--- src/rtl/conv_tile_sched_pkg.sv ---
// ---------------------------------------------------------------------------
// conv_tile_sched_pkg
//   Shared definitions for the convolution tile scheduler:
//   - sched_state_e : scheduler FSM states (IDLE -> RUN -> DRAIN -> IDLE)
//   - clog2         : constant helper used to size the drain counter
// ---------------------------------------------------------------------------
package conv_tile_sched_pkg;

  typedef enum logic [1:0] {
    ST_IDLE  = 2'd0,
    ST_RUN   = 2'd1,
    ST_DRAIN = 2'd2
  } sched_state_e;

  // Ceiling log2; clog2(1) = 0, clog2(2) = 1, clog2(3) = 2 ...
  function automatic int clog2(input int value);
    int res;
    res = 0;
    while ((1 << res) < value) res++;
    return res;
  endfunction

endpackage

--- src/rtl/conv_tile_sched_loop_idx_cnt.sv ---
// ---------------------------------------------------------------------------
// loop_idx_cnt
//   Wrapping loop counter 0..MAX-1. Several instances are chained through
//   wrap_o -> inc_i to form a nested loop (innermost first).
// Ports
//   clk_i    clock
//   rst_i    synchronous active-high reset (idx -> 0)
//   inc_i    advance by one this cycle
//   clr_i    synchronous clear, wins over inc_i
//   idx_o    current index (registered)
//   wrap_o   inc_i while idx is MAX-1 (carry into the next outer loop)
// ---------------------------------------------------------------------------
module loop_idx_cnt
  import conv_tile_sched_pkg::*;
#(
  parameter int CW  = 16,
  parameter int MAX = 3
) (
  input  logic          clk_i,
  input  logic          rst_i,
  input  logic          inc_i,
  input  logic          clr_i,
  output logic [CW-1:0] idx_o,
  output logic          wrap_o
);

  logic [CW-1:0] idx_q, idx_d;
  logic          at_max;

  assign at_max = (idx_q == CW'(MAX - 1));
  assign wrap_o = inc_i && at_max;
  assign idx_o  = idx_q;

  always_comb begin
    idx_d = idx_q;
    if (clr_i)      idx_d = '0;
    else if (inc_i) idx_d = at_max ? '0 : idx_q + CW'(1);
  end

  always_ff @(posedge clk_i) begin
    if (rst_i) idx_q <= '0;
    else       idx_q <= idx_d;
  end

endmodule

--- src/rtl/conv_tile_sched.sv ---
// ---------------------------------------------------------------------------
// conv_tile_sched
//   Sequences one convolution tile: channel -> kernel row -> kernel col.
//   One MAC iteration is issued per non-stalled RUN cycle together with its
//   indices, a linear weight address and first/last tags. After the final
//   issue the scheduler waits LAT cycles for the datapath to drain, then
//   pulses done.
// Ports
//   clk_i        clock
//   rst_i        synchronous active-high reset (highest priority)
//   start_i      run a tile; honoured only in IDLE
//   abort_i      synchronous kill; back to IDLE without done
//   stall_i      downstream not ready; freezes issue in RUN
//   busy_o       tile in flight (RUN or DRAIN)
//   done_o       one-cycle pulse once the tile has fully drained
//   vld_o        indices/tags below form an issued iteration this cycle
//   ch_idx_o     channel index      0..CH-1
//   kr_idx_o     kernel row index   0..KH-1
//   kc_idx_o     kernel col index   0..KW-1
//   lin_addr_o   ch*KH*KW + kr*KW + kc, kept by an incrementer
//   first_o      with vld_o: iteration 0
//   last_o       with vld_o: iteration CH*KH*KW-1
// ---------------------------------------------------------------------------
module conv_tile_sched
  import conv_tile_sched_pkg::*;
#(
  parameter int CW  = 16,
  parameter int CH  = 16,
  parameter int KH  = 3,
  parameter int KW  = 3,
  parameter int LAT = 2
) (
  input  logic          clk_i,
  input  logic          rst_i,
  input  logic          start_i,
  input  logic          abort_i,
  input  logic          stall_i,
  output logic          busy_o,
  output logic          done_o,
  output logic          vld_o,
  output logic [CW-1:0] ch_idx_o,
  output logic [CW-1:0] kr_idx_o,
  output logic [CW-1:0] kc_idx_o,
  output logic [CW-1:0] lin_addr_o,
  output logic          first_o,
  output logic          last_o
);

  // Drain counter needs to hold LAT-1; keep it at least one bit wide.
  localparam int DW     = (clog2(LAT + 1) < 1) ? 1 : clog2(LAT + 1);
  localparam int LAT_M1 = (LAT > 0) ? LAT - 1 : 0;

  sched_state_e  state_q;
  logic          busy_q;
  logic          done_q;
  logic [CW-1:0] lin_addr_q;
  logic [DW-1:0] drain_q;

  logic          issue;
  logic          cnt_clr;
  logic          kc_wrap, kr_wrap, ch_wrap;

  // An iteration goes out on every RUN cycle the datapath can take it.
  assign issue   = (state_q == ST_RUN) && !stall_i;
  // Zero the loop nest on abort and on an accepted start.
  assign cnt_clr = abort_i || ((state_q == ST_IDLE) && start_i);

  // Loop nest, innermost first; each wrap carries into the next level out.
  loop_idx_cnt #(.CW(CW), .MAX(KW)) u_kc (
    .clk_i  (clk_i),
    .rst_i  (rst_i),
    .inc_i  (issue),
    .clr_i  (cnt_clr),
    .idx_o  (kc_idx_o),
    .wrap_o (kc_wrap)
  );

  loop_idx_cnt #(.CW(CW), .MAX(KH)) u_kr (
    .clk_i  (clk_i),
    .rst_i  (rst_i),
    .inc_i  (kc_wrap),
    .clr_i  (cnt_clr),
    .idx_o  (kr_idx_o),
    .wrap_o (kr_wrap)
  );

  loop_idx_cnt #(.CW(CW), .MAX(CH)) u_ch (
    .clk_i  (clk_i),
    .rst_i  (rst_i),
    .inc_i  (kr_wrap),
    .clr_i  (cnt_clr),
    .idx_o  (ch_idx_o),
    .wrap_o (ch_wrap)
  );

  // The outermost wrap fires exactly on the issue of the final iteration,
  // which saves a separate N-1 comparator.
  always_ff @(posedge clk_i) begin
    if (rst_i) begin
      state_q    <= ST_IDLE;
      busy_q     <= 1'b0;
      done_q     <= 1'b0;
      lin_addr_q <= '0;
      drain_q    <= '0;
    end else if (abort_i) begin
      state_q    <= ST_IDLE;
      busy_q     <= 1'b0;
      done_q     <= 1'b0;
      lin_addr_q <= '0;
      drain_q    <= '0;
    end else begin
      done_q <= 1'b0;
      case (state_q)
        ST_IDLE: begin
          if (start_i) begin
            state_q    <= ST_RUN;
            busy_q     <= 1'b1;
            lin_addr_q <= '0;
          end
        end
        ST_RUN: begin
          if (!stall_i) begin
            if (ch_wrap) begin
              lin_addr_q <= '0;
              if (LAT == 0) begin
                state_q <= ST_IDLE;
                busy_q  <= 1'b0;
                done_q  <= 1'b1;
              end else begin
                state_q <= ST_DRAIN;
                drain_q <= DW'(LAT_M1);
              end
            end else begin
              lin_addr_q <= lin_addr_q + CW'(1);
            end
          end
        end
        ST_DRAIN: begin
          // Counts down LAT-1..0, i.e. LAT cycles spent in DRAIN.
          if (drain_q == '0) begin
            state_q <= ST_IDLE;
            busy_q  <= 1'b0;
            done_q  <= 1'b1;
          end else begin
            drain_q <= drain_q - DW'(1);
          end
        end
        default: begin
          state_q <= ST_IDLE;
          busy_q  <= 1'b0;
        end
      endcase
    end
  end

  assign busy_o     = busy_q;
  assign done_o     = done_q;
  assign lin_addr_o = lin_addr_q;
  // Stall gates the issue in the same cycle; the indices themselves are
  // registered and simply hold while stalled.
  assign vld_o      = issue;
  assign first_o    = issue && (lin_addr_q == '0);
  assign last_o     = ch_wrap;

endmodule

--- config.mk ---
export PLATFORM = sky130hd
export DESIGN_NAME = conv_tile_sched
export DESIGN_NICKNAME = d
export VERILOG_FILES = /design/src/rtl/conv_tile_sched_pkg.sv /design/src/rtl/conv_tile_sched_loop_idx_cnt.sv /design/src/rtl/conv_tile_sched.sv
export SDC_FILE = /design/constraint.sdc
export NUM_CORES = 1
export LEC_CHECK = 0
export CAP_MARGIN = 20
export CORE_AREA = 2 2 112 114
export CTS_CLUSTER_DIAMETER = 40
export CTS_CLUSTER_SIZE = 40
export DETAILED_ROUTE_END_ITERATION = 8
export DIE_AREA = 0 0 114 116
export PLACE_DENSITY_LB_ADDON = 0.25
export RECOVER_POWER = 25
export SYNTH_ARGS = -nofsm -noshare
export SYNTH_HDL_FRONTEND = slang
export SYNTH_HIERARCHICAL = 1
export SYNTH_SLANG_ARGS = --single-unit
export TNS_END_PERCENT = 50
--- constraint.sdc ---
create_clock -name clk_i -period 8.92 [get_ports clk_i]
set_clock_uncertainty 0.2 [all_clocks]
set_input_delay 1.338 -clock clk_i [delete_from_list [all_inputs] [get_ports clk_i]]
set_output_delay 1.338 -clock clk_i [all_outputs]
set_load 0.05 [all_outputs]
After elaboration in Yosys (flattened, before gate mapping)
Cells that the tools add are included.
W data, S select, Z words.

operators by class
  div/mod/pow operators = 0
  equal/unequal tests = 10
  multipliers = 0
  $add $sub $neg = 5
  muxes and demuxes = 20
  bitwise gates (word level) = 2
  shifts and indexed selects = 0
  $lt $le $gt $ge = 0
  reductions and logical operators = 20

operator list
  cell                     count
  $mux W16                 6
  $add A16 B1 Y16 const B  4
  $eq A16 B2 Y1 const B    2
  $pmux W16 S2             1
  $eq A16 B4 Y1 const B    1
  $logic_not A16 Y1        1
  $mux W2                  7
  $ne A2 B2 Y1 const B     5
  $reduce_and A4 Y1        2
  $logic_and A1 B1 Y1      6
  $pmux W2 S3              1
  $reduce_and A3 Y1        2
  $logic_not A2 Y1         2
  $pmux W2 S2              1
  $reduce_bool A2 Y1       2
  $reduce_or A2 Y1         2
  $mux W1                  3
  $pmux W1 S3              1
  $reduce_or A3 Y1         1
  $eq A2 B1 Y1 const B     1
  $eq A2 B2 Y1 const B     1
  $not A1 Y1               2
  $sub A2 B1 Y2 const B    1
  $logic_not A1 Y1         1
  $logic_or A1 B1 Y1       1

word-level totals
  latch bits = 0
  bits of input ports = 5
  word-level logic and storage cells = 65
  memories kept = 0
  RAM bits = 0
  register bits = 70
  memory bits (read-only) = 0
  output and inout bits = 69

Logic depth before layout (Yosys ltp)
Gate-level depths: netlist of the first run.

  depth after elaboration = 8
  gate-level depth with buffers = 15
  depth with buffers taken out = 14

By module
Netlist of the first run, hierarchy kept.

by module, submodules not included
  module                   instances  cells each  area each (µm²)  seq. area each (µm²)
  loop_idx_cnt (u_kc ...)  2          88          818.3            320.3
  conv_tile_sched          1          135         1153.6           440.4
  loop_idx_cnt (u_ch)      1          84          753.2            320.3

Worst setup path after synthesis of the first run
No wires, ideal clock.

  kind = in2out
  start = input port stall_i
  end = output port last_o
  required time = 7382 ps
  stages on the path = 10
  slack = 2043 ps
  arrival time = 5339 ps
  buffers on the path = 1
  cell sequence = nor3b_1 nor4b_1 nand4_1 inv_1 nor4b_1 nand4_1 inv_1 clkbuf_2 nand4_1 nor3_1

between the ends
  cells in the longest elaborated chain, start to end = 5

ends and longest elaborated chain
  element              RTL line                            text
  from (decl)          conv_tile_sched.sv:37               input logic stall_i,
  $logic_not A1 Y1     -
  $logic_and A1 B1 Y1  conv_tile_sched.sv:64               assign issue = (state_q == ST_RUN) && !stall_i;
  $logic_and A1 B1 Y1  conv_tile_sched_loop_idx_cnt.sv:31  assign wrap_o = inc_i && at_max;
  net kc_wrap          conv_tile_sched.sv:61               logic kc_wrap, kr_wrap, ch_wrap;
  $logic_and A1 B1 Y1  conv_tile_sched_loop_idx_cnt.sv:31
  net kr_wrap          conv_tile_sched.sv:61
  $logic_and A1 B1 Y1  conv_tile_sched_loop_idx_cnt.sv:31
  to (decl)            conv_tile_sched.sv:46               output logic last_o

The timed path passes the listed nets, and every way through them passes these cells.

Final worst setup path of the first run
Ends and elaborated chain as after synthesis.

==> results of run 1 <==
-- state kept, by name (all words and copies together), names as in the netlist --
signal	cells
u_kr/idx_o	16
u_kc/idx_o	16
done_o	1
lin_addr_o	16
state_q	2
u_ch/idx_o	16
busy_o	1
drain_q	2
-- logic make-up (layout without fill, tap and decap cells) --
group / after synthesis / after routing / share of synthesized area [%]
compound gates: 37 / 37 / 7.10
xor+xnor: 48 / 48 / 11.9
fa+ha+maj: 8 / 8 / 2.82
buf+inv: 27 / 103 / 4.06
flops: 70 / 70 / 39.5
mux: 4 / 4 / 1.13
simple gates: 201 / 201 / 33.5
-- cell usage after synthesis (all sizes together), types with 2 or more instances --
library cell,number
and2,3
buf,10
a21o,3
nor4,23
clkbuf,3
xnor2,39
nand4,23
inv,14
or3,2
o31ai,9
nand2,25
a21oi,14
xor2,9
nand3,17
o21ai,3
ha,8
nor2b,3
a211oi,5
nor2,67
mux2i,4
nor3b,3
nand2b,3
nor4b,5
nand3b,3
nor3,13
or4,9
dfxtp,70
-- per-stage QoR --
step           hold slack [ns]  worst slack, ns
2_1_floorplan            0.211             2.04
3_3_place_gp             0.221             2.00
3_5_place_dp             0.240             1.90
4_1_cts                  0.251             1.90
5_1_grt                  0.261             1.08
6_report                 0.256             1.48
-- layout by cell type (no fill, tap or decap), types with 6 or more instances in the layout --
cell type / instances
dfxtp_1: 70
clkbuf_16: 9
clkdlybuf4s50_1: 41
dlygate4sd3_1: 32
or4_1: 8
nor2_2: 6
nor4_1: 17
nor2_1: 61
a21oi_1: 14
nor3_1: 13
o31ai_1: 8
inv_1: 14
xnor2_1: 39
nand2_1: 25
xor2_1: 9
nand4_1: 19
nand3_1: 13
ha_1: 8
-- worst max-delay path, cell delays in order --
cell and delay, ns:
clkdlybuf4s50_1 0.48, nor3b_2 0.17, clkbuf_1 0.54, nor4b_1 0.31, nand4_1 0.20, inv_1 0.33, nor4b_1 0.27, nand4_1 0.18
inv_1 0.22, nand4_1 0.27, nor3_1 0.65, clkdlybuf4s50_1 0.94
-- report_power, final --
group	leakage [nW]	total (mW)	switching, mW	internal [mW]
logic	0.826	0.0191	0.0128	0.00632
registers	0.564	0.315	0.00138	0.314
clock network	0.142	0.342	0.125	0.217
-- metal layers --
layer,GRT usage (%),part of all wire (%)
met5,0,0
met4,4.55,1.4
met2,21.5,46
met1,17.0,48
met3,4.18,4.9
-- area by class of cell --
type,instances,area (µm²)
tap,147,184
multi-input combinational,298,2000
inverter,14,52.6
clock buffer,15,288
sequential,70,1400
fill,1206,7250
timing repair buffer,74,734
-- worst min-delay path by stage --
stage / from / endpoint / slack (ns) / cells after the start
detailed placement: drain_q[0] / drain_q[0] / 0.24 / 1
CTS: drain_q[0] / drain_q[0] / 0.25 / 1
floorplan: drain_q[0] / drain_q[0] / 0.21 / 1
global route: drain_q[0] / drain_q[0] / 0.26 / 1
finish: drain_q[0] / drain_q[0] / 0.26 / 1
global placement: drain_q[0] / drain_q[0] / 0.22 / 1
==> summary.md, run 1 <==
| Metric | Value |
|---|---|
| Final Setup Violations | 0 |
| Post-Syn Area per Cell | 8.97 µm² |
| Leak | 1.53 nW |
| Starting Density | 29.7% |
| Wire length of the first global-routing pass | 14.1 mm |
| DRC Markers | 0 |
| Deepest level of the CTS H-tree | 3 |
| Crit path max fanout | 14 |
| DP Area | 4380 µm² |
| CTS Buffer Depth | 2 |
| Seq/Total Area, Yosys | 39.5% |
| Clock Pin Slew Worst Setup and Hold Paths | 0.05 ns |
| Worst skew pair latency | 0.33 ns |
| Crit. Startpoint | stall_i |
| Tot GR Track Use | 13.3% |
| Synth Instances | 395 |
| Fin cells | 618 |
| Global route total overflow | 0 |
| Ys Warns | 6 |
| Req. time, crit path | 7.38 ns |
| Synth area leaders | dfxtp_1 40%, xnor2_1 9.6%, nor2_1 6.5% |
| Yosys top cell by area | dfxtp_1 |
| Post-synth ARST share | 0% |
| Post-Route WL | 8.54 mm |
| Dpl hpwl | 6.20 mm |
| # rows | 40 |
| Fmax achieved | 0.134 GHz |
| # placed instances | 603 |
| R2r setup slk | 4.13 ns |
| Final critical-path required period | 7.44 ns |
| Total Power | 0.676 mW |
| WL per Instance | 13.8 µm |
| Largest net degree at the start of global routing | 21 |
| Maxcap violations | 0 |
| Slew HR | 53.9% |
| Via/cell ratio | 4.95 |
| R2R Path Start | state_q[0] |
| VDD IR-drop max | 0.0000721 V |
| CTS root buffer | clkbuf_16 |
| Initial antenna violation count | 0 |
| Die width | 114 µm |
| Share of the synthesized area in the top cell type | 39.5% |
| Crit path to | last_o |
| RSZ-0062 raised after global routing | false |
| Share of cells above drive strength 1 | 7.86% |
| Primary FF master, synth | dfxtp_1 |
| Post-Syn Nets | 408 |
| Cell variety after synth | 45 |
| Post-synthesis sequential element count | 70 |
| Number of synthesized flops with an enable pin | 0 |
| Post-DRT Antenna Nets | 0 |
| Count of pins over their slew limit | 0 |
| Period Utilization, post-route | 83.4% |
| Setup Buffers After CTS | 0 |
| Startpoint types | primary input |
| CTS tree | built |
| CTS resizes | 0 |
| Worst setup path class | primary input to primary output |
| Worst min path class | flop to flop |
| Vias | 3,059 |
| Pwr/cell area | 145 nW/µm² |
| Vias in the first global route | 2,871 |
| Die Height | 116 µm |
| CP Capture Type | primary output |
| Status | finished clean |
| Num ports | 74 |
| First DRT Iteration DRCs | 118 |
| Final Hold Vio Count | 0 |
| R2R Path End | lin_addr_o[0] |
| Util after Layout | 39.1% |
| Final nets | 480 |
| Cts hold-fix bufs | 0 |
| Final GP Congestion | 0.824 |
| Critical Path AT | 5.90 ns |
| 1st-pass router iterations | 4 |
| Synth Cell Area | 3540 µm² |
| Fin Setup TNS | 0 ns |
| TritonCTS Buffers | 9 |
| Clock sinks | 70 |
| Die area | 13,200 µm² |
| Core area | 11,900 µm² |
| Area Overhead vs Synth | 31.6% |
| Worst Tran Pin Value | 0.685 ns |
| IO Port Bufs | 73 |
| Design area | 4660 µm² |
| Reg2reg path depth | 13 |
| Antenna cell count | 0 |
(Power assumes the default switching activity.)
==> inputs of run 2 (changes only) <==
- clock period: 8.92 -> 6.2 ns (I/O delays scaled with it)
==> run 2 against run 1 <==
Sequential share of layout area shrank 0.48 points. Wire length grew 1.8%. Clock-buffer cell count shrank 4. Non-clock buffer count grew 2. Critical endpoint unchanged. Cell count up 0.49%. Clock power rose by 65%. Worst hold slack got worse by 0.010 ns.
==> summary.md, run 2 (synthesis gave the netlist of run 1 again) <==
| Metric | Value |
|---|---|
| Status | finished clean |
| Internal cell power | 0.834 mW (+55%) |
| Switching Share | 20.3% (-0.27 points) |
| Worst Tran Pin Value | 0.697 ns (+0.0111 ns) |
| Count of pins over their slew limit | 0 (unchanged) |
| Total Power | 1.05 mW (+55%) |
| Post-Route WL | 8.69 mm (+1.8%) |
| Num ports | 74 (unchanged) |
| CTS tree | built |
| Crit path max fanout | 14 (unchanged) |
| Antenna cell count | 0 (unchanged) |
| CTS resizes | 0 (unchanged) |
| Worst setup path class | primary input to primary output |
| # rows | 40 (unchanged) |
| Deepest level of the CTS H-tree | 3 (unchanged) |
| Post-DRT Antenna Nets | 0 (unchanged) |
| Leak | 1.57 nW (+2.6%) |
| Net switching power | 0.212 mW (+53%) |
| Share of cells above drive strength 1 | 9.28% (+1.4 points) |
| Clock sinks | 70 (unchanged) |
| Cts hold-fix bufs | 0 (unchanged) |
| DRC Markers | 0 (unchanged) |
| First DRT Iteration DRCs | 118 (unchanged) |
| Wire length of the first global-routing pass | 14.1 mm (-0.30%) |
| Largest net degree at the start of global routing | 21 (unchanged) |
| Clock Pin Slew Worst Setup and Hold Paths | 0.06 ns (about the same) |
| Worst skew pair latency | 0.33 ns (about the same) |
| Global route total overflow | 0 (unchanged) |
| Die Height | 116 µm (unchanged) |
| CTS Buffer Depth | 2 (unchanged) |
| Vias | 3,087 (+0.92%) |
| Initial antenna violation count | 0 (unchanged) |
| # fillers | 1,212 (+0.50%) |
| CTS root buffer | clkbuf_16 |
| Final Hold Vio Count | 0 (unchanged) |
| Setup Buffers After CTS | 0 (unchanged) |
| Slew HR | 53.6% (-0.39 points) |
| Final GP Congestion | 0.784 (-4.8%) |
| Die area | 13,200 µm² (unchanged) |
| Area Overhead vs Synth | 33.7% |
| RSZ-0062 raised after global routing | false |
| Maxcap violations | 0 (unchanged) |
| Fmax achieved | 0.190 GHz |
| Final Setup Violations | 0 (unchanged) |
| Most frequent cells in the layout | 70 x dfxtp_1, 61 x nor2_1, 40 x clkdlybuf4s50_1, 39 x xnor2_1, 32 x dlygate4sd3_1 |
| Worst min path class | flop to flop |
| Dpl hpwl | 6.35 mm (+2.5%) |
| IO Port Bufs | 73 (unchanged) |
| CP Capture Type | primary output |
| Pwr/cell area | 221 nW/µm² (+52%) |
| Die width | 114 µm (unchanged) |
| WL per Instance | 14.0 µm (+1.3%) |
| Startpoint types | primary input |
| Critical Path AT | 4.14 ns (-1.76 ns) |
| Period Utilization, post-route | 85.0% |
| Seq pwr share | 43.3% (-3.3 points) |
| VDD IR-drop max | 0.000116 V (+60%) |
| Final nets | 482 (+0.42%) |
| Fin Setup TNS | 0 ns (unchanged) |
| Req. time, crit path | 5.07 ns (-2.31 ns) |
| Clk pwr share | 54.1% (+3.5 points) |
| Starting Density | 29.7% (unchanged) |
| TritonCTS Buffers | 9 (unchanged) |
| Core area | 11,900 µm² (unchanged) |
| Via/cell ratio | 4.97 (+0.43%) |
| Tot GR Track Use | 13.5% (+0.14 points) |
| Most common cell after layout, fill and taps aside | dfxtp_1 |
| Combinational share of power | 2.6% (-0.2 points) |
| Vias in the first global route | 2,944 (+2.5%) |
| 1st-pass router iterations | 4 (unchanged) |
| Final critical-path required period | 5.27 ns |
[run 2: cell types whose count changed in the layout (fill, tap and decap cells not counted), sizes merged]
cell,before,now
clkdlybuf4s50,41,40
bufinv,0,2
clkinvlp,0,1
clkbuf,16,11
buf,0,4
clkinv,0,2
[run 2: stage by stage]
step                      worst slack (ns)  std cells  instance area [µm²]  hold WS [ns]  utilization, %
after floorplan                      0.139        395                 3540         0.211               -
after global placement                1.11        605                 4400         0.224            37.0
after detailed placement             0.938        605                 4400         0.240            37.0
after CTS                            0.912        621                 4740         0.248            39.8
after global routing                 0.522        621                 4740         0.266            39.8
final                                0.929        621                 4740         0.246            39.8
[run 2: final timing paths]
check / depth (start not counted) / to / startpoint / slack [ns]
worst max-delay path: 14 / last_o / stall_i / 0.93
worst min-delay path: 1 / drain_q[0] / drain_q[0] / 0.25
worst max register to register: 15 / lin_addr_o[7] / state_q[0] / 1.99
worst min register to register: 1 / drain_q[0] / drain_q[0] / 0.25
[run 2: power by group through the flow]
stage	logic [mW]	registers (mW)	clock network [mW]
after CTS	0.0284	0.453	0.581
after floorplan	0.0182	0.464	0
final	0.0276	0.453	0.566
after global placement	0.0279	0.463	0
after global routing	0.0304	0.453	0.606
after detailed placement	0.0282	0.463	0
[run 2: cell type report]
class / instances / area, µm² / area share (%)
Clock inverter: 5 / 81.3 / 1.72
Inverter: 14 / 52.6 / 1.11
Tap cell: 147 / 184 / 3.88
Multi-Input combinational cell: 298 / 2000 / 42.3
Clock buffer: 11 / 253 / 5.33
Sequential cell: 70 / 1400 / 29.6
Timing Repair Buffer: 76 / 763 / 16.1
[run 2: metal layers]
layer / track usage [%] / part of all wire [%] / vias up
met5: 0 / 0 / -
met4: 5.04 / 1.4 / 0
met3: 4.08 / 5.2 / 7
met2: 23.1 / 49 / 67
met1: 16.0 / 45 / 1458
li1: - / - / 1555
[run 2: worst max-delay path, cell delays in order]
cell,delay (ns)
clkdlybuf4s50_1,0.48
nor3b_2,0.18
buf_4,0.23
nor4b_1,0.26
nand4_1,0.20
inv_1,0.10
buf_4,0.17
nor4b_1,0.25
nand4_1,0.18
inv_1,0.23
nand4_1,0.25
nor3_1,0.32
buf_4,0.20
buf_12,0.14
==> inputs of run 3 (changes only) <==
--- a/config.mk
+++ b/config.mk
@@ -6,10 +6,12 @@
 export NUM_CORES = 1
 export LEC_CHECK = 0
+export ABC_AREA = 1
 export CAP_MARGIN = 20
-export CORE_AREA = 2 2 112 114
+export CORE_AREA = 2 2 119 121
 export CTS_CLUSTER_DIAMETER = 40
 export CTS_CLUSTER_SIZE = 40
 export DETAILED_ROUTE_END_ITERATION = 8
-export DIE_AREA = 0 0 114 116
+export DIE_AREA = 0 0 121 123
+export DONT_BUFFER_PORTS = 1
 export PLACE_DENSITY_LB_ADDON = 0.25
 export RECOVER_POWER = 25
--- a/constraint.sdc
+++ b/constraint.sdc
@@ -3,3 +3,3 @@
 set_input_delay 0.93 -clock clk_i [delete_from_list [all_inputs] [get_ports clk_i]]
 set_output_delay 0.93 -clock clk_i [all_outputs]
-set_load 0.05 [all_outputs]
+set_load 0.005 [all_outputs]
==> run 3 against run 2 <==
Fmax grew 17%. Register-to-register slack improved by 0.37 ns. Critical path depth increased by 1. Sequential share of layout area up 2.0 points. Combinational power increased by 9.8%. Die area up 13%. Global-route usage grew 0.41 points. Worst hold slack better by 0.034 ns. Synthesized cell count increased by 55%. Sequential power about the same. Clock power shrank 14%. Cell count rose by 29%.
==> summary.md, run 3 <==
| Metric | Value |
|---|---|
| R2r setup slk | 2.36 ns (+0.37 ns) |
| Post-synth ARST share | 0% (unchanged) |
| Startpoint types | primary input |
| Area of the multi-input gates | 2220 µm² (+11%) |
| Ys Warns | 6 (unchanged) |
| Antenna cell count | 0 (unchanged) |
| Synth Cell Area | 3980 µm² (+12%) |
| CTS root buffer | clkbuf_16 |
| Global route total overflow | 0 (unchanged) |
| Area Overhead vs Synth | 11.7% |
| Clock sinks | 70 (unchanged) |
| DRC Markers | 0 (unchanged) |
| Via/cell ratio | 4.56 (-8.3%) |
| Post-Syn Area per Cell | 6.50 µm² (-28%) |
| Status | finished clean |
| Total Power | 0.969 mW (-7.4%) |
| Yosys top cell by area | dfxtp_1 |
| Share of the synthesized area in the top cell type | 35.2% (-4.3 points) |
| Wire length of the first global-routing pass | 16.4 mm (+16%) |
| Crit path to | last_o |
| Post-Syn Nets | 625 (+53%) |
| Leak | 1.60 nW (+1.6%) |
| Initial antenna violation count | 0 (unchanged) |
| Top cells by count, synth | 155 x nand2_1, 137 x nor2_1, 79 x inv_1 |
| Num ports | 74 (unchanged) |
| Period Utilization, post-route | 72.9% (-12 points) |
| Final critical-path required period | 4.52 ns (-0.750 ns) |
| Maxcap violations | 0 (unchanged) |
| Setup slack after placement | 1.65 ns (+0.709 ns) |
| Die Height | 123 µm (+6.0%) |
| WL per Instance | 12.2 µm (-13%) |
| Fmax achieved | 0.221 GHz (+17%) |
| Setup Buffers After CTS | 0 (unchanged) |
| Slew HR | 71.3% (+18 points) |
| Crit path max fanout | 13 (-1) |
| Core area | 13,600 µm² (+14%) |
| DRT met1 WL | 4.43 mm (+14%) |
| Pwr/cell area | 218 nW/µm² (-1.2%) |
| Worst min path class | flop to flop |
| VDD IR-drop max | 0.000111 V (-4.2%) |
| Deepest level of the CTS H-tree | 3 (unchanged) |
| Req. time, crit path | 5.07 ns (about the same) |
| Starting Density | 29.2% (-0.52 points) |
| Fin Setup TNS | 0 ns (unchanged) |
| Final Hold Vio Count | 0 (unchanged) |
| Seq/Total Area, Yosys | 35.2% (-4.3 points) |
| Worst Tran Pin Value | 0.430 ns (-0.267 ns) |
| Fin cells | 801 (+29%) |
| Worst setup path class | primary input to primary output |
| Reg2reg path depth | 20 (+5) |
| Post-Route WL | 9.80 mm (+13%) |
| Most common cell in the netlist | nand2_1 |
| Most common cell after layout, fill and taps aside | nand2_1 |
| TritonCTS Buffers | 9 (unchanged) |
| RSZ-0062 raised after global routing | false |
| Largest net degree at the start of global routing | 14 (-33%) |
| Tot GR Track Use | 13.9% (+0.41 points) |
| 1st-pass router iterations | 4 (unchanged) |
| Synth Instances | 612 (+55%) |
| CTS Buffer Depth | 2 (unchanged) |
| Top sig layer | met4 |
| Setup ws final | 1.68 ns (+0.750 ns) |
| CTS tree | built |
| Post-DRT Antenna Nets | 0 (unchanged) |
| Vias in the first global route | 3,389 (+15%) |
| Cts hold-fix bufs | 0 (unchanged) |
| Share of cells above drive strength 1 | 11.4% (+2.2 points) |
| Dpl hpwl | 7.72 mm (+22%) |
| Final GP Congestion | 0.822 (+4.8%) |
| Critical Path AT | 3.39 ns (-0.75 ns) |
| Most frequent cells in the layout | 155 x nand2_1, 137 x nor2_1, 79 x inv_1, 70 x dfxtp_1, 29 x nand3_1 |
| FF/Latch Area | 1400 µm² (unchanged) |
| Wire length on met2 | 4.41 mm (+4.4%) |
| Post-synthesis sequential element count | 70 (unchanged) |
| IO Port Bufs | 0 (-100%) |
| Primary FF master, synth | dfxtp_1 |
| Vias | 3,652 (+18%) |
| Count of pins over their slew limit | 0 (unchanged) |
| Met3 wire length | 701 µm (+54%) |
| First DRT Iteration DRCs | 168 (+42%) |
| R2R Path End | drain_q[1] |
| # placed instances | 787 (+30%) |
| Worst skew pair latency | 0.34 ns (about the same) |
| R2R Path Start | state_q[1] |
| CP Capture Type | primary output |
| # fillers | 1,486 (+23%) |
| Synth area leaders | dfxtp_1 35%, nand2_1 15%, nor2_1 13% |
| Number of synthesized flops with an enable pin | 0 (unchanged) |
| CTS resizes | 0 (unchanged) |
| Final nets | 631 (+31%) |
| Crit. Startpoint | stall_i |
| Cell variety after synth | 34 (-24%) |
| Die area | 14,900 µm² (+13%) |
| Die width | 121 µm (+6.1%) |
| Final Setup Violations | 0 (unchanged) |
| Clock Pin Slew Worst Setup and Hold Paths | 0.05 ns (about the same) |
| # rows | 43 (+7.5%) |
run 3: cell count changes after synthesis, moves of 10 or more:
cell / previous run / this run
nand2_1: 25 / 155
nand3_1: 13 / 29
nor2_1: 61 / 137
nor2_2: 6 / 16
inv_1: 14 / 79
xnor2_1: 39 / 1
nor4_1: 17 / 2
run 3: cell families (layout without fill, tap and decap cells):
| group | count (synthesis) | count (layout) | share of synthesized area (%) |
|---|---|---|---|
| simple gates | 384 | 384 | 42.8 |
| fa+ha+maj | 8 | 8 | 2.52 |
| buf+inv | 91 | 100 | 9.09 |
| xor+xnor | 10 | 10 | 2.20 |
| flops | 70 | 70 | 35.2 |
| compound gates | 49 | 49 | 8.18 |
run 3: worst min-delay path by stage:
stage / startpoint / end / cells after the start / slack [ns]
finish: busy_o / busy_o / 2 / 0.28
detailed placement: busy_o / busy_o / 2 / 0.27
CTS: busy_o / busy_o / 2 / 0.29
floorplan: drain_q[0] / drain_q[0] / 2 / 0.25
global route: drain_q[0] / drain_q[0] / 2 / 0.33
global placement: drain_q[0] / drain_q[0] / 2 / 0.27
run 3: critical path: stages:
cell and delay, ns:
inv_1 0.03, nand3_1 0.12, inv_1 0.36, nand3_1 0.13, nor2_1 0.21, nand2_1 0.12
inv_1 0.23, nand3_1 0.12, nor2_1 0.21, nand2_1 0.12, inv_1 0.29, nand4_1 0.14
nor2_1 0.17, nand2_1 0.09, inv_1 0.10
run 3: per-stage QoR:
stage                     instance area, µm²  hold WS [ns]  utilization [%]
after floorplan                         3980         0.253                -
after global placement                  4170         0.268             30.6
after detailed placement                4170         0.274             30.6
after CTS                               4440         0.285             32.6
after global routing                    4440         0.325             32.6
final                                   4440         0.280             32.6
run 3: final cells by class:
cell class,instances,area share (%)
multi-input combinational,451,49.9
sequential,70,31.5
inverter,86,7.32
clock buffer,13,6.08
tap,180,5.07
clock inverter,1,0.113
run 3: power by group:
group	leakage [nW]	switching [mW]	internal, mW
combinational	0.895	0.0223	0.00797
clock	0.138	0.187	0.298
sequential	0.564	0.00172	0.452
run 3: metal layers:
| layer | global-route usage (%) | vias up |
|---|---|---|
| li1 | - | 1911 |
| met1 | 16.8 | 1641 |
| met2 | 22.1 | 82 |
| met3 | 4.43 | 18 |
| met4 | 7.19 | 0 |
| met5 | 0 | - |
